`src/rtl/seq_mult_pkg.sv`:
```
// Shared definitions for the sequential shift-add multiplier:
// controller states and the default operand width.
package seq_mult_pkg;

    localparam int DEFAULT_WIDTH = 8;

    typedef enum logic [1:0] {
        IDLE = 2'd0,
        BUSY = 2'd1,
        DONE = 2'd2
    } state_t;

endpackage

```
`src/rtl/seq_multiplier.sv`:
```
// Sequential shift-add multiplier: one partial product per cycle, fixed
// WIDTH-cycle latency, unsigned or two's-complement operands, valid/ready on both sides.
module seq_multiplier
    import seq_mult_pkg::*;
#(
    parameter int WIDTH = DEFAULT_WIDTH
) (
    input  logic                 clk,
    input  logic                 rst_n,
    input  logic                 in_valid,
    output logic                 in_ready,
    input  logic [WIDTH-1:0]     in1,
    input  logic [WIDTH-1:0]     in2,
    input  logic                 signed_mode,
    output logic                 out_valid,
    input  logic                 out_ready,
    output logic [2*WIDTH-1:0]   out
);

    localparam int             CW        = $clog2(WIDTH + 1);
    localparam logic [CW-1:0]  LAST_STEP = CW'(WIDTH - 1);

    state_t               r_state;
    logic [CW-1:0]        r_count;
    logic [2*WIDTH-1:0]   r_acc;
    logic [2*WIDTH-1:0]   r_mcand;
    logic [WIDTH-1:0]     r_mplier;
    logic                 r_signed;
    logic                 r_outValid;

    logic                 w_accept;
    logic                 w_lastStep;
    logic [2*WIDTH-1:0]   w_extIn1;
    logic [2*WIDTH-1:0]   w_addend;
    logic [2*WIDTH-1:0]   w_accNext;

    assign in_ready   = (r_state == IDLE) || ((r_state == DONE) && out_ready);
    assign w_accept   = in_valid && in_ready;
    assign w_lastStep = (r_count == LAST_STEP);

    assign w_extIn1 = signed_mode ? {{WIDTH{in1[WIDTH-1]}}, in1}
                                  : {{WIDTH{1'b0}}, in1};

    // The multiplicand register is pre-shifted each step, so the addend for step i
    // is already ext(in1) << i; the multiplier shifts right so bit 0 is always bit i.
    assign w_addend  = r_mplier[0] ? r_mcand : '0;

    // The MSB of a two's-complement multiplier carries weight -2^(WIDTH-1).
    assign w_accNext = (w_lastStep && r_signed) ? (r_acc - w_addend)
                                                : (r_acc + w_addend);

    always_ff @(posedge clk or negedge rst_n) begin
        if (!rst_n) begin
            r_state    <= IDLE;
            r_count    <= '0;
            r_acc      <= '0;
            r_mcand    <= '0;
            r_mplier   <= '0;
            r_signed   <= 1'b0;
            r_outValid <= 1'b0;
        end else if (w_accept) begin
            r_state    <= BUSY;
            r_count    <= '0;
            r_acc      <= '0;
            r_mcand    <= w_extIn1;
            r_mplier   <= in2;
            r_signed   <= signed_mode;
            r_outValid <= 1'b0;
        end else begin
            case (r_state)
                IDLE: begin
                end
                BUSY: begin
                    r_acc    <= w_accNext;
                    r_mcand  <= r_mcand << 1;
                    r_mplier <= r_mplier >> 1;
                    r_count  <= r_count + CW'(1);
                    if (w_lastStep) begin
                        r_state    <= DONE;
                        r_outValid <= 1'b1;
                    end
                end
                DONE: begin
                    if (out_ready) begin
                        r_state    <= IDLE;
                        r_outValid <= 1'b0;
                    end
                end
                default: begin
                    r_state    <= IDLE;
                    r_outValid <= 1'b0;
                end
            endcase
        end
    end

    assign out_valid = r_outValid;
    assign out       = r_outValid ? r_acc : '0;

endmodule

```
`config.mk`:
```
export PLATFORM = sky130hd
export DESIGN_NAME = seq_multiplier
export DESIGN_NICKNAME = d
export VERILOG_FILES = /design/src/rtl/seq_mult_pkg.sv /design/src/rtl/seq_multiplier.sv
export SDC_FILE = /design/constraint.sdc
export NUM_CORES = 1
export LEC_CHECK = 0
export CORE_ASPECT_RATIO = 1.1
export CORE_MARGIN = 2
export CORE_UTILIZATION = 65
export CTS_BUF_LIST = sky130_fd_sc_hd__clkbuf_4 sky130_fd_sc_hd__clkbuf_8
export CTS_CLUSTER_DIAMETER = 150
export DETAILED_ROUTE_END_ITERATION = 8
export DONT_BUFFER_PORTS = 1
export PLACE_DENSITY = 0.78
export SETUP_SLACK_MARGIN = 0.02
export SYNTH_ARGS = -nofsm -noshare
export SYNTH_HDL_FRONTEND = slang
export SYNTH_SLANG_ARGS = --single-unit
```
`constraint.sdc`:
```
create_clock -name clk -period 8.5 [get_ports clk]
set_clock_uncertainty 0.15 [all_clocks]
set_input_delay 0.85 -clock clk [delete_from_list [all_inputs] [get_ports clk]]
set_output_delay 0.85 -clock clk [all_outputs]
set_load 0.005 [all_outputs]
```
* Word level (Yosys, flattened, before mapping) *
Index checks and enable logic that the tools add are counted.

cells by class
  multiplexer cells = 20
  eq/ne operators = 6
  add/sub/neg operators = 3
  reductions and logical operators = 7

operator list
  operator                                                               count
  16-bit 2-to-1 mux                                                      8
  16-bit adder                                                           1
  8-bit 2-to-1 mux                                                       2
  16-bit subtractor                                                      1
  4-bit 2-to-1 mux                                                       2
  2-bit 2-to-1 mux                                                       3
  3-bit != test, second input constant                                   2
  2-bit one-hot mux with 3 select lines                                  1
  4-bit by 1-bit adder with 4-bit output, second input constant          1
  4-bit by 3-bit equality test with 1-bit output, second input constant  1
  1-bit logical AND                                                      3
  1-bit 2-to-1 mux                                                       3
  1-bit one-hot mux with 3 select lines                                  1
  3-bit AND reduction                                                    1
  2-bit by 1-bit equality test with 1-bit output, second input constant  1
  2-bit equality test, second input constant                             1
  2-bit zero test                                                        1
  2-bit != test, second input constant                                   1
  2-bit nonzero test                                                     1
  1-bit logical OR                                                       1

storage, ports and cells
  register bits = 48
  output and inout bits = 18

* Depth between registers and ports, before layout *
Gate-level depths: netlist of run 1.

  depth in word-level cells = 6
  gate-level depth with buffers = 17

* Least setup slack after synthesis of run 1 *
No wires, ideal clock.

  kind = reg-to-reg
  start point = register r_mplier[0]
  end point = register r_acc[13]
  cell stages (with the launch flop) = 17
  required time = 8214 ps
  library setup time = 136 ps
  path slack = 4709 ps
  arrival time = 3505 ps
  path through = dfrtp_1 clkbuf_1 buf_1 nand2_1 ha_1 nor2_1 a21oi_1 mux2_2 o21ai_0 ha_1 a21oi_1 o21ai_0 a21o_1 a211o_1 a221oi_1 xor2_1 o21ai_0

on the way
  cells in the longest elaborated chain, start to end = 5
  elaborated cells on any way between the ends = 6
  classes of those cells = add/sub (2); mux (4)

ends and longest elaborated chain
  element                                            RTL line                                    text
  start, declared                                    seq_multiplier.sv:27                        logic [WIDTH-1:0] r_mplier;
  start signal, assigned                             seq_multiplier.sv:66                        r_mplier <= in2;
  start signal, assigned                             seq_multiplier.sv:76                        r_mplier <= r_mplier >> 1;
  16-bit 2-to-1 mux *                                seq_multiplier.sv:46                        assign w_addend = r_mplier[0] ? r_mcand : '0;
  16-bit adder or 16-bit subtractor (tied branches)  seq_multiplier.sv:50, seq_multiplier.sv:49
  16-bit 2-to-1 mux *                                seq_multiplier.sv:49                        assign w_accNext = (w_lastStep && r_signed) ? (r_acc - w_addend)
  16-bit 2-to-1 mux *                                seq_multiplier.sv:70                        case (r_state)
  16-bit 2-to-1 mux *                                seq_multiplier.sv:61                        end else if (w_accept) begin
  end signal, assigned                               seq_multiplier.sv:74                        r_acc <= w_accNext;
  end, declared                                      seq_multiplier.sv:25                        logic [2*WIDTH-1:0] r_acc;

Every way passes the cells marked *; elsewhere a longest branch is shown, timed or not. The select of a mux whose other input is x is not followed.
A chain may end at the register's enable or synchronous reset.

* Worst setup path in the final report of run 1 *
  start point = register r_mplier[0]
  end point = register r_acc[15]

The elaborated chain is that of the path after synthesis.

==> impl_metrics.py, run 1 <==
metrics = {
    "clocking": {
        "htreeDepth": 2,
        "insertion_delay_ps": 300,
        "cts_hold_buf": 0,
        "cts_buffers": 5,
        "post_cts.repair.setup_buffers": 0,
        "cts-root-buf": "clkbuf_8",
        "path_clk_slew_ps": 90,
        "cts.sinks": 47,
        "cts_tree": "yes",
        "ctsResizeCount": 0,
        "cts_max_path_buffers": 2,
    },
    "yosys": {
        "ys_async_sr_fraction_pct": 100,
        "synthDistinctLibCells": 49,
        "avgSynthCellArea_um2": 8.31,
        "synth_nets": 418,
        "synthFlopType": "dfrtp_1",
        "yosysSeqAreaShare_pct": 37.3,
        "synth_edf_count": 0,
        "syn_area_mm2": 0.00315,
        "yosysWarnings": 0,
        "postSynthCellCount": 379,
        "synth-seq-cells": 47,
    },
    "worst_setup_path": {
        "cp_num_buf_inv": 0,
        "cp_max_fo": 24,
        "critPathMaxStageDelay_ps": 750,
        "cp-start-kind": "register",
        "crit_required_ps": 8590,
        "slowest_stage": "dfrtp_1",
        "endpoint_kind": "register",
        "critPathKind": "register to register",
        "crit_arrival_ps": 4110,
        "crit_chain": "nand2_1 > ha_1 > nor2_1 > a21oi_1 > mux2_2 > o21ai_0 > ha_1 > o211ai_1 > a21oi_1 > o21ai_0 > a221oi_1 > xor2_1 > or3_1 > o21ai_2",
        "crit_family": "compound AO/OA/AOI/OAI gates",
    },
    "detailed_routing": {
        "drt_wl_total_um": 6900,
        "vias_per_cell": 6.34,
        "dr_total_vias": 2681,
        "wl_met1_um": 3110,
        "dr_wl_met2_um": 3260,
        "ant_nets": 0,
        "top_layer": "met4",
        "wl_per_cell_um": 16.3,
        "dr.pass1.iters": 5,
        "drc_errors": 0,
        "wl_met3_um": 392,
        "drt_iter0_drc": 220,
    },
    "floorplan": {
        "design.core.area_mm2": 0.00465,
        "die_h_um": 77.0,
        "chipWidth_um": 70.4,
        "fp-row-count": 26,
        "start_util_pct": 67.7,
        "dieArea_mm2": 0.00542,
        "io_pins": 39,
    },
    "outcome": {
        "status": "completed",
    },
    "grt": {
        "antenna_found_initial": 0,
        "grt_pass1_vias": 2602,
        "grtUsageTotal_pct": 27.3,
        "grt_overflow_total": 0,
        "grt_max_degree": 48,
        "grt_pass1_wl_um": 12100,
    },
    "final_layout": {
        "num_antenna_cells": 0,
        "drive_gt1_share_pct": 5.18,
        "syn2layout_area_growth_pct": 3.93,
        "nets": 405,
    },
    "timing": {
        "setup_violations": 0,
        "grt_setup_unrepaired": "no",
        "report.final.slew_viol_count": 0,
        "tightest_slew_ps": 1050,
        "fin_tns_setup_ps": 0,
        "final_hold_viol_count": 0,
        "finalCritPeriodShare_pct": 47.3,
        "max_freq_mhz": 249,
        "max_slew_margin_pct": 30.2,
        "layout_min_cycle_time_ps": 4020,
    },
    "place": {
        "place.gp.congestion": 0.912,
        "dp_hpwl_um": 4850,
        "io_buffers": 0,
    },
    "job": {
        "cap_viol_max_count": 0,
    },
    "min_path": {
        "hold_path.class": "input port to asynchronous set/reset pin",
    },
}
## per-layer routing
layer	vias up	GRT usage [%]
li1	1313	-
met1	1278	37.3
met2	78	43.3
met3	12	5.12
met4	0	9.62
met5	-	0
## cells by family (layout without fill, tap and decap cells)
group | after synthesis | in the layout | synth area share (%)
AND/OR/NAND/NOR | 148 | 148 | 22.0
AO/OA/AOI/OAI | 109 | 109 | 22.2
flip-flops | 47 | 47 | 37.3
buffers and inverters | 32 | 20 | 3.89
XOR/XNOR | 20 | 20 | 5.56
adder cells (fa/ha/maj) | 18 | 18 | 7.39
multiplexers | 5 | 5 | 1.67
## synthesized netlist by cell type, drive strengths merged (2+ instances only)
| library cell | number | area, um2 |
|---|---|---|
| xor2 | 11 | 96.3 |
| a21oi | 22 | 110 |
| nand2 | 80 | 300 |
| ha | 17 | 213 |
| xnor2 | 9 | 78.8 |
| mux2 | 2 | 22.5 |
| buf | 6 | 25.0 |
| a221oi | 2 | 17.5 |
| o32ai | 2 | 17.5 |
| and2 | 18 | 113 |
| o21bai | 2 | 15.0 |
| inv | 9 | 33.8 |
| o22ai | 11 | 68.8 |
| a31oi | 3 | 18.8 |
| nand2b | 8 | 50.1 |
| nor4 | 2 | 27.5 |
| a22oi | 21 | 158 |
| mux2i | 3 | 30.0 |
| dfrtp | 47 | 1180 |
| o21a | 3 | 22.5 |
| o211ai | 2 | 15.0 |
| nand4 | 4 | 25.0 |
| nor2 | 20 | 77.6 |
| or3 | 3 | 18.8 |
| clkbuf | 17 | 63.8 |
| nor3 | 5 | 25.0 |
| nor2b | 2 | 12.5 |
| o2111ai | 2 | 17.5 |
| o21ai | 28 | 144 |
| a21o | 2 | 15.0 |
| nand3 | 2 | 10.0 |
## worst reg2reg max path, delay by kind of cell, from the launching register on
family / cells / cell delay [ps]
AOI/OAI and AO/OA: 7 / 1210
and+or+nand+nor: 3 / 810
DFF: 1 / 750
adders and majority gates: 2 / 680
muxes: 1 / 230
xor gates and xnor gates: 1 / 130
## flip-flops by register name, indices dropped and copies added (netlist names)
name      count
r_mcand      16
r_mplier      8
r_signed      1
r_count       4
r_state       2
r_acc        16
## layout make-up
cell class | instances | area (um2)
inverters | 9 | 33.8
clock buffers | 6 | 82.6
well taps | 56 | 70.1
flip-flops and latches | 47 | 1180
repair buffers | 3 | 22.5
clock inverters | 2 | 35.0
fillers | 365 | 1380
multi-input cells | 300 | 1850
## layout by cell type (no fill, tap or decap), drive strengths merged, types with 2 or more instances in the layout
| cell | n |
|---|---|
| a21o | 2 |
| a21oi | 22 |
| a221oi | 2 |
| a22oi | 21 |
| a31oi | 3 |
| and2 | 18 |
| buf | 3 |
| clkbuf | 6 |
| dfrtp | 47 |
| ha | 17 |
| inv | 9 |
| mux2 | 2 |
| mux2i | 3 |
| nand2 | 80 |
| nand2b | 8 |
| nand3 | 2 |
| nand4 | 4 |
| nor2 | 20 |
| nor2b | 2 |
| nor3 | 5 |
| nor4 | 2 |
| o2111ai | 2 |
| o211ai | 2 |
| o21a | 3 |
| o21ai | 28 |
| o21bai | 2 |
| o22ai | 11 |
| o32ai | 2 |
| or3 | 3 |
| xnor2 | 9 |
| xor2 | 11 |
## metrics by stage
| stage | utilization [%] | area, um2 | hold slack (ps) | setup WS [ps] | cells |
|---|---|---|---|---|---|
| after floorplan | - | 3150 | 295 | 4710 | 379 |
| after global placement | 67.9 | 3160 | 312 | 4720 | 415 |
| after detailed placement | 67.9 | 3160 | 312 | 4550 | 415 |
| after CTS | 70.4 | 3270 | 79.6 | 4540 | 423 |
| after global routing | 70.4 | 3270 | 64.9 | 4110 | 423 |
| final | 70.4 | 3270 | 81.8 | 4480 | 423 |
## path summary, 6_finish.rpt
kind,start,to,slack [ps],cells after the start
worst max-delay path,r_mplier[0]$_DFFE_PN0P_,r_acc[15]$_DFFE_PN0P_,4480,14
worst min-delay path,rst_n,r_acc[8]$_DFFE_PN0P_,80,0
worst max register to register,r_mplier[0]$_DFFE_PN0P_,r_acc[15]$_DFFE_PN0P_,4480,14
worst min register to register,r_mplier[2]$_DFFE_PN0P_,r_mplier[2]$_DFFE_PN0P_,330,2
max in group asynchronous,rst_n,r_mcand[14]$_DFFE_PN0P_,8030,0
min in group clk,r_mplier[2]$_DFFE_PN0P_,r_mplier[2]$_DFFE_PN0P_,330,2
Power of run 1 is not shown: default switching activity piles up to over one toggle a cycle in this logic, so the estimate is an artifact.
==> inputs of run 2 (changes only) <==
==> constraint.sdc (replaced) <==
create_clock -name clk -period 3.8 [get_ports clk]
set_clock_uncertainty 0.15 [all_clocks]
set_input_delay 0.38 -clock clk [delete_from_list [all_inputs] [get_ports clk]]
set_output_delay 0.38 -clock clk [all_outputs]
set_load 0.005 [all_outputs]
==> impl_metrics.py, run 2 (same netlist as run 1, synthesis figures left out) <==
metrics = {
    "job": {
        "cap_viol_max_count": 0,
    },
    "floorplan": {
        "chipWidth_um": 70.4,
        "dieArea_mm2": 0.00542,
        "fp-row-count": 26,
        "start_util_pct": 67.7,
        "io_pins": 39,
        "design.core.area_mm2": 0.00465,
        "die_h_um": 77.0,
    },
    "final_layout": {
        "syn2layout_area_growth_pct": 7.19,
        "drive_gt1_share_pct": 9.81,
        "nets": 415,
        "final_common_cell": "nand2_1",
        "reg_top3": "r_acc: 16 flops, r_mcand: 16 flops, r_mplier: 8 flops",
        "num_antenna_cells": 0,
        "final_cell_mix": "79 x nand2_1, 47 x dfrtp_1, 24 x o21ai_0",
    },
    "timing": {
        "setup_violations": 0,
        "layout_min_cycle_time_ps": 3580,
        "finalCritPeriodShare_pct": 94.1,
        "fin_tns_setup_ps": 0,
        "final_hold_viol_count": 0,
        "report.final.slew_viol_count": 0,
        "max_freq_mhz": 280,
        "tightest_slew_ps": 906,
        "max_slew_margin_pct": 39.6,
    },
    "worst_setup_path": {
        "crit_required_ps": 3880,
        "r2r_cells": 13,
        "cp-start-kind": "register",
        "r2r-start": "r_mcand[5]$_DFFE_PN0P_",
        "startpoint": "r_mcand[5]$_DFFE_PN0P_",
        "cp_max_fo": 7,
        "crit_path_end": "r_acc[15]$_DFFE_PN0P_",
        "rrSetupSlack_ps": 220,
        "endpoint_kind": "register",
        "critPathKind": "register to register",
        "r2r_end": "r_acc[15]$_DFFE_PN0P_",
        "crit_arrival_ps": 3660,
    },
    "detailed_routing": {
        "drt_iter0_drc": 224,
        "drt_wl_total_um": 7080,
        "wl_per_cell_um": 16.4,
        "ant_nets": 0,
        "dr.pass1.iters": 5,
        "vias_per_cell": 6.21,
        "drc_errors": 0,
        "dr_total_vias": 2691,
    },
    "place": {
        "io_buffers": 0,
        "place.gp.congestion": 0.929,
        "dp_hpwl_um": 5070,
    },
    "outcome": {
        "status": "completed",
    },
    "clocking": {
        "cts_buffers": 5,
        "insertion_delay_ps": 290,
        "cts-root-buf": "clkbuf_8",
        "cts_tree": "yes",
        "htreeDepth": 2,
        "cts_max_path_buffers": 2,
        "path_clk_slew_ps": 90,
        "cts.sinks": 47,
    },
    "grt": {
        "grt_pass1_vias": 2635,
        "antenna_found_initial": 0,
        "grt_pass1_wl_um": 12100,
        "grt_overflow_total": 0,
        "grt_max_degree": 48,
        "grtUsageTotal_pct": 27.5,
    },
    "min_path": {
        "hold_path.class": "input port to register",
    },
}
[run 2: cell types whose count changed in the layout (fill, tap and decap cells not counted), sizes merged]
cell,before,now
dlygate4sd3,0,1
clkinvlp,0,1
buf,3,12
bufinv,1,0
[run 2: worst min path at each step]
stage	from	endpoint	cells after the start
floorplan	rst_n	r_acc[0]$_DFFE_PN0P_	0
global placement	rst_n	r_acc[1]$_DFFE_PN0P_	0
detailed placement	rst_n	r_acc[1]$_DFFE_PN0P_	0
CTS	in1[0]	r_mcand[0]$_DFFE_PN0P_	2
global route	in2[7]	r_mplier[7]$_DFFE_PN0P_	2
finish	in2[7]	r_mplier[7]$_DFFE_PN0P_	2
[run 2: worst max-delay path, cell delays in order, from the launching register on]
cell and delay [ps]:
dfrtp_1 420, or4_4 590, o21ai_0 180, nand2_1 120, o21ai_2 220, xnor2_1 110, ha_1 390, a21o_1 190
a21oi_1 210, nor3b_1 260, a221oi_2 110, xor2_1 160, or3_1 330, o21ai_2 60
[run 2: timing repair]
action	in CTS	in global routing
setup endpoints to repair	0	3
setup buffers	0	1
resized for setup	0	13
hold buffers	2	0
endpoints found under the hold margin	47	0
[run 2: cell type report]
type	instances	area, um2
multi-input combinational	300	1890
tap	56	70.1
timing repair buffer	13	120
sequential	47	1180
clock inverter	2	12.5
inverter	9	33.8
fill	383	1270
clock buffer	6	76.3
[run 2: through the flow]
step / setup slack (ps) / utilization, % / instances / area (um2) / hold slack, ps
final: 224 / 72.6 / 433 / 3380 / 56.5
after global routing: -36.8 / 72.6 / 433 / 3380 / 52.9
after CTS: 67.6 / 71.7 / 432 / 3340 / 54.2
after detailed placement: 96.9 / 69.0 / 422 / 3210 / -64.6
after global placement: 170 / 69.0 / 422 / 3210 / -64.6
after floorplan: 94.3 / - / 379 / 3150 / -65.6
[run 2: layer usage]
metal	vias to the layer above	track usage [%]	part of all wire, %	wire length (um)
li1	1334	-	-	-
met3	7	4.60	5.4	384
met2	73	45.3	50	3510
met5	-	0	0	0
met1	1277	37.2	44	3120
met4	0	8.08	0.99	70
Power of run 2 is left out for the same reason.
==> inputs of run 3 (changes only) <==
--- a/config.mk
+++ b/config.mk
@@ -6,7 +6,7 @@
 export NUM_CORES = 1
 export LEC_CHECK = 0
 export CORE_ASPECT_RATIO = 1.1
-export CORE_MARGIN = 2
+export CORE_MARGIN = 5
 export CORE_UTILIZATION = 65
 export CTS_BUF_LIST = sky130_fd_sc_hd__clkbuf_4 sky130_fd_sc_hd__clkbuf_8
 export CTS_CLUSTER_DIAMETER = 150
==> constraint.sdc (replaced) <==
create_clock -name clk -period 4 [get_ports clk]
set_clock_uncertainty 0.15 [all_clocks]
set_input_delay 0.4 -clock clk [delete_from_list [all_inputs] [get_ports clk]]
set_output_delay 0.4 -clock clk [all_outputs]
set_load 0.005 [all_outputs]
==> impl_metrics.py, run 3 (same netlist as run 1, synthesis figures left out) <==
metrics = {
    "timing": {
        "max_slew_margin_pct": 54.6,
        "final_hold_viol_count": 0,
        "finalCritPeriodShare_pct": 94.0,
        "grt_setup_unrepaired": "no",
        "setup_violations": 0,
        "layout_min_cycle_time_ps": 3760,
        "report.final.slew_viol_count": 0,
        "setup_ws_ps": 240,
        "max_freq_mhz": 266,
        "tightest_slew_ps": 677,
        "fin_tns_setup_ps": 0,
    },
    "grt": {
        "antenna_found_initial": 0,
        "grt_pass1_wl_um": 12100,
        "grt_overflow_total": 0,
        "grtUsageTotal_pct": 22.3,
        "grt_pass1_vias": 2582,
        "grt_max_degree": 48,
    },
    "place": {
        "place_ws_ps": 274,
        "dp_hpwl_um": 4970,
        "post_dp_cell_area_mm2": 0.00319,
        "io_buffers": 0,
        "place.gp.congestion": 0.947,
    },
    "worst_setup_path": {
        "critPathMaxStageDelay_ps": 410,
        "r2r_cells": 15,
        "cp-start-kind": "register",
        "crit_chain": "ha_1 > and3b_1 > and2_1 > nor2_1 > buf_4 > o22ai_1 > a31o_2 > ha_1 > a21oi_1 > o21ai_0 > a21o_1 > a211o_1 > a221oi_1 > xor2_1 > o21ai_0",
        "critPathKind": "register to register",
        "slowest_stage": "dfrtp_1",
        "crit_arrival_ps": 3780,
        "endpoint_kind": "register",
        "cp_max_fo": 7,
        "crit_required_ps": 4020,
    },
    "final_layout": {
        "num_antenna_cells": 0,
        "drive_gt1_share_pct": 6.45,
        "final_common_cell": "nand2_1",
        "final_cell_area_mm2": 0.00333,
        "fillers": 386,
        "syn2layout_area_growth_pct": 5.84,
        "nets": 411,
        "reg_top3": "r_acc: 16 flops, r_mcand: 16 flops, r_mplier: 8 flops",
        "final_cell_mix": "80 x nand2_1, 47 x dfrtp_1, 27 x o21ai_0",
    },
    "job": {
        "cap_viol_max_count": 0,
    },
    "clocking": {
        "cts.sinks": 47,
        "cts-root-buf": "clkbuf_8",
        "cts_buffers": 5,
        "post_cts.repair.setup_buffers": 0,
        "cts_max_path_buffers": 2,
        "htreeDepth": 2,
        "path_clk_slew_ps": 90,
        "cts_tree": "yes",
        "insertion_delay_ps": 300,
    },
    "floorplan": {
        "chipWidth_um": 76.4,
        "die_h_um": 83.0,
        "design.core.area_mm2": 0.00468,
        "fp-row-count": 26,
        "io_pins": 39,
        "dieArea_mm2": 0.00634,
        "start_util_pct": 67.3,
    },
    "detailed_routing": {
        "dr.pass1.iters": 5,
        "vias_per_cell": 6.20,
        "drc_errors": 0,
        "drt_wl_total_um": 6810,
        "dr_total_vias": 2652,
        "ant_nets": 0,
        "wl_per_cell_um": 15.9,
        "drt_iter0_drc": 185,
    },
    "outcome": {
        "status": "completed",
    },
    "min_path": {
        "holdPathStages": 2,
        "hold_path.class": "input port to register",
    },
}
==> run 3: critical path: cells and delay by family, from the launching register on <==
family | cells | cell delay (ps)
AO/OA/AOI/OAI | 8 | 1550
AND/OR/NAND/NOR | 3 | 610
adder cells (fa/ha/maj) | 2 | 580
flip-flops | 1 | 410
XOR/XNOR | 1 | 190
buffers and inverters | 1 | 150
==> run 3: final timing paths <==
path / start / to / slack [ps]
min: in2[3] / r_mplier[3]$_DFFE_PN0P_ / 80
max reg2reg: r_count[0]$_DFFE_PN0P_ / r_acc[13]$_DFFE_PN0P_ / 240
max in group asynchronous: rst_n / r_signed$_DFFE_PN0P_ / 3040
min in group asynchronous: rst_n / r_acc[3]$_DFFE_PN0P_ / 440
min reg2reg: r_mplier[2]$_DFFE_PN0P_ / r_mplier[2]$_DFFE_PN0P_ / 330
max: r_count[0]$_DFFE_PN0P_ / r_acc[13]$_DFFE_PN0P_ / 240
==> run 3: layout make-up <==
class	count	area [um2]	share of cell area, %
clock inverters	2	37.5	1.13
inverters	9	33.8	1.01
repair buffers	9	90.1	2.70
flip-flops and latches	47	1180	35.3
multi-input cells	300	1860	55.7
well taps	56	70.1	2.10
clock buffers	5	68.8	2.06
==> run 3: what timing repair did <==
action                     4_1_cts  5_1_grt
hold endpoints to repair        47        0
gates resized for setup          0        1
setup endpoints to repair        0        2
hold buffers                     2        0
==> run 3: metal layers <==
metal / vias up / GRT usage [%] / wire, um
met3: 4 / 4.22 / 345
met5: - / 0 / 0
li1: 1326 / - / -
met4: 0 / 6.04 / 35
met2: 64 / 35.7 / 3270
met1: 1258 / 31.1 / 3160
==> run 3: metrics by stage <==
| step | hold slack, ps | std cells | util (%) |
|---|---|---|---|
| after detailed placement | -44.5 | 419 | 68.0 |
| after CTS | 65.5 | 428 | 71.1 |
| after floorplan | -45.6 | 379 | - |
| after global placement | -44.4 | 419 | 68.0 |
| final | 78.4 | 428 | 71.2 |
| after global routing | 68.7 | 428 | 71.2 |
Power of run 3 is left out for the same reason.
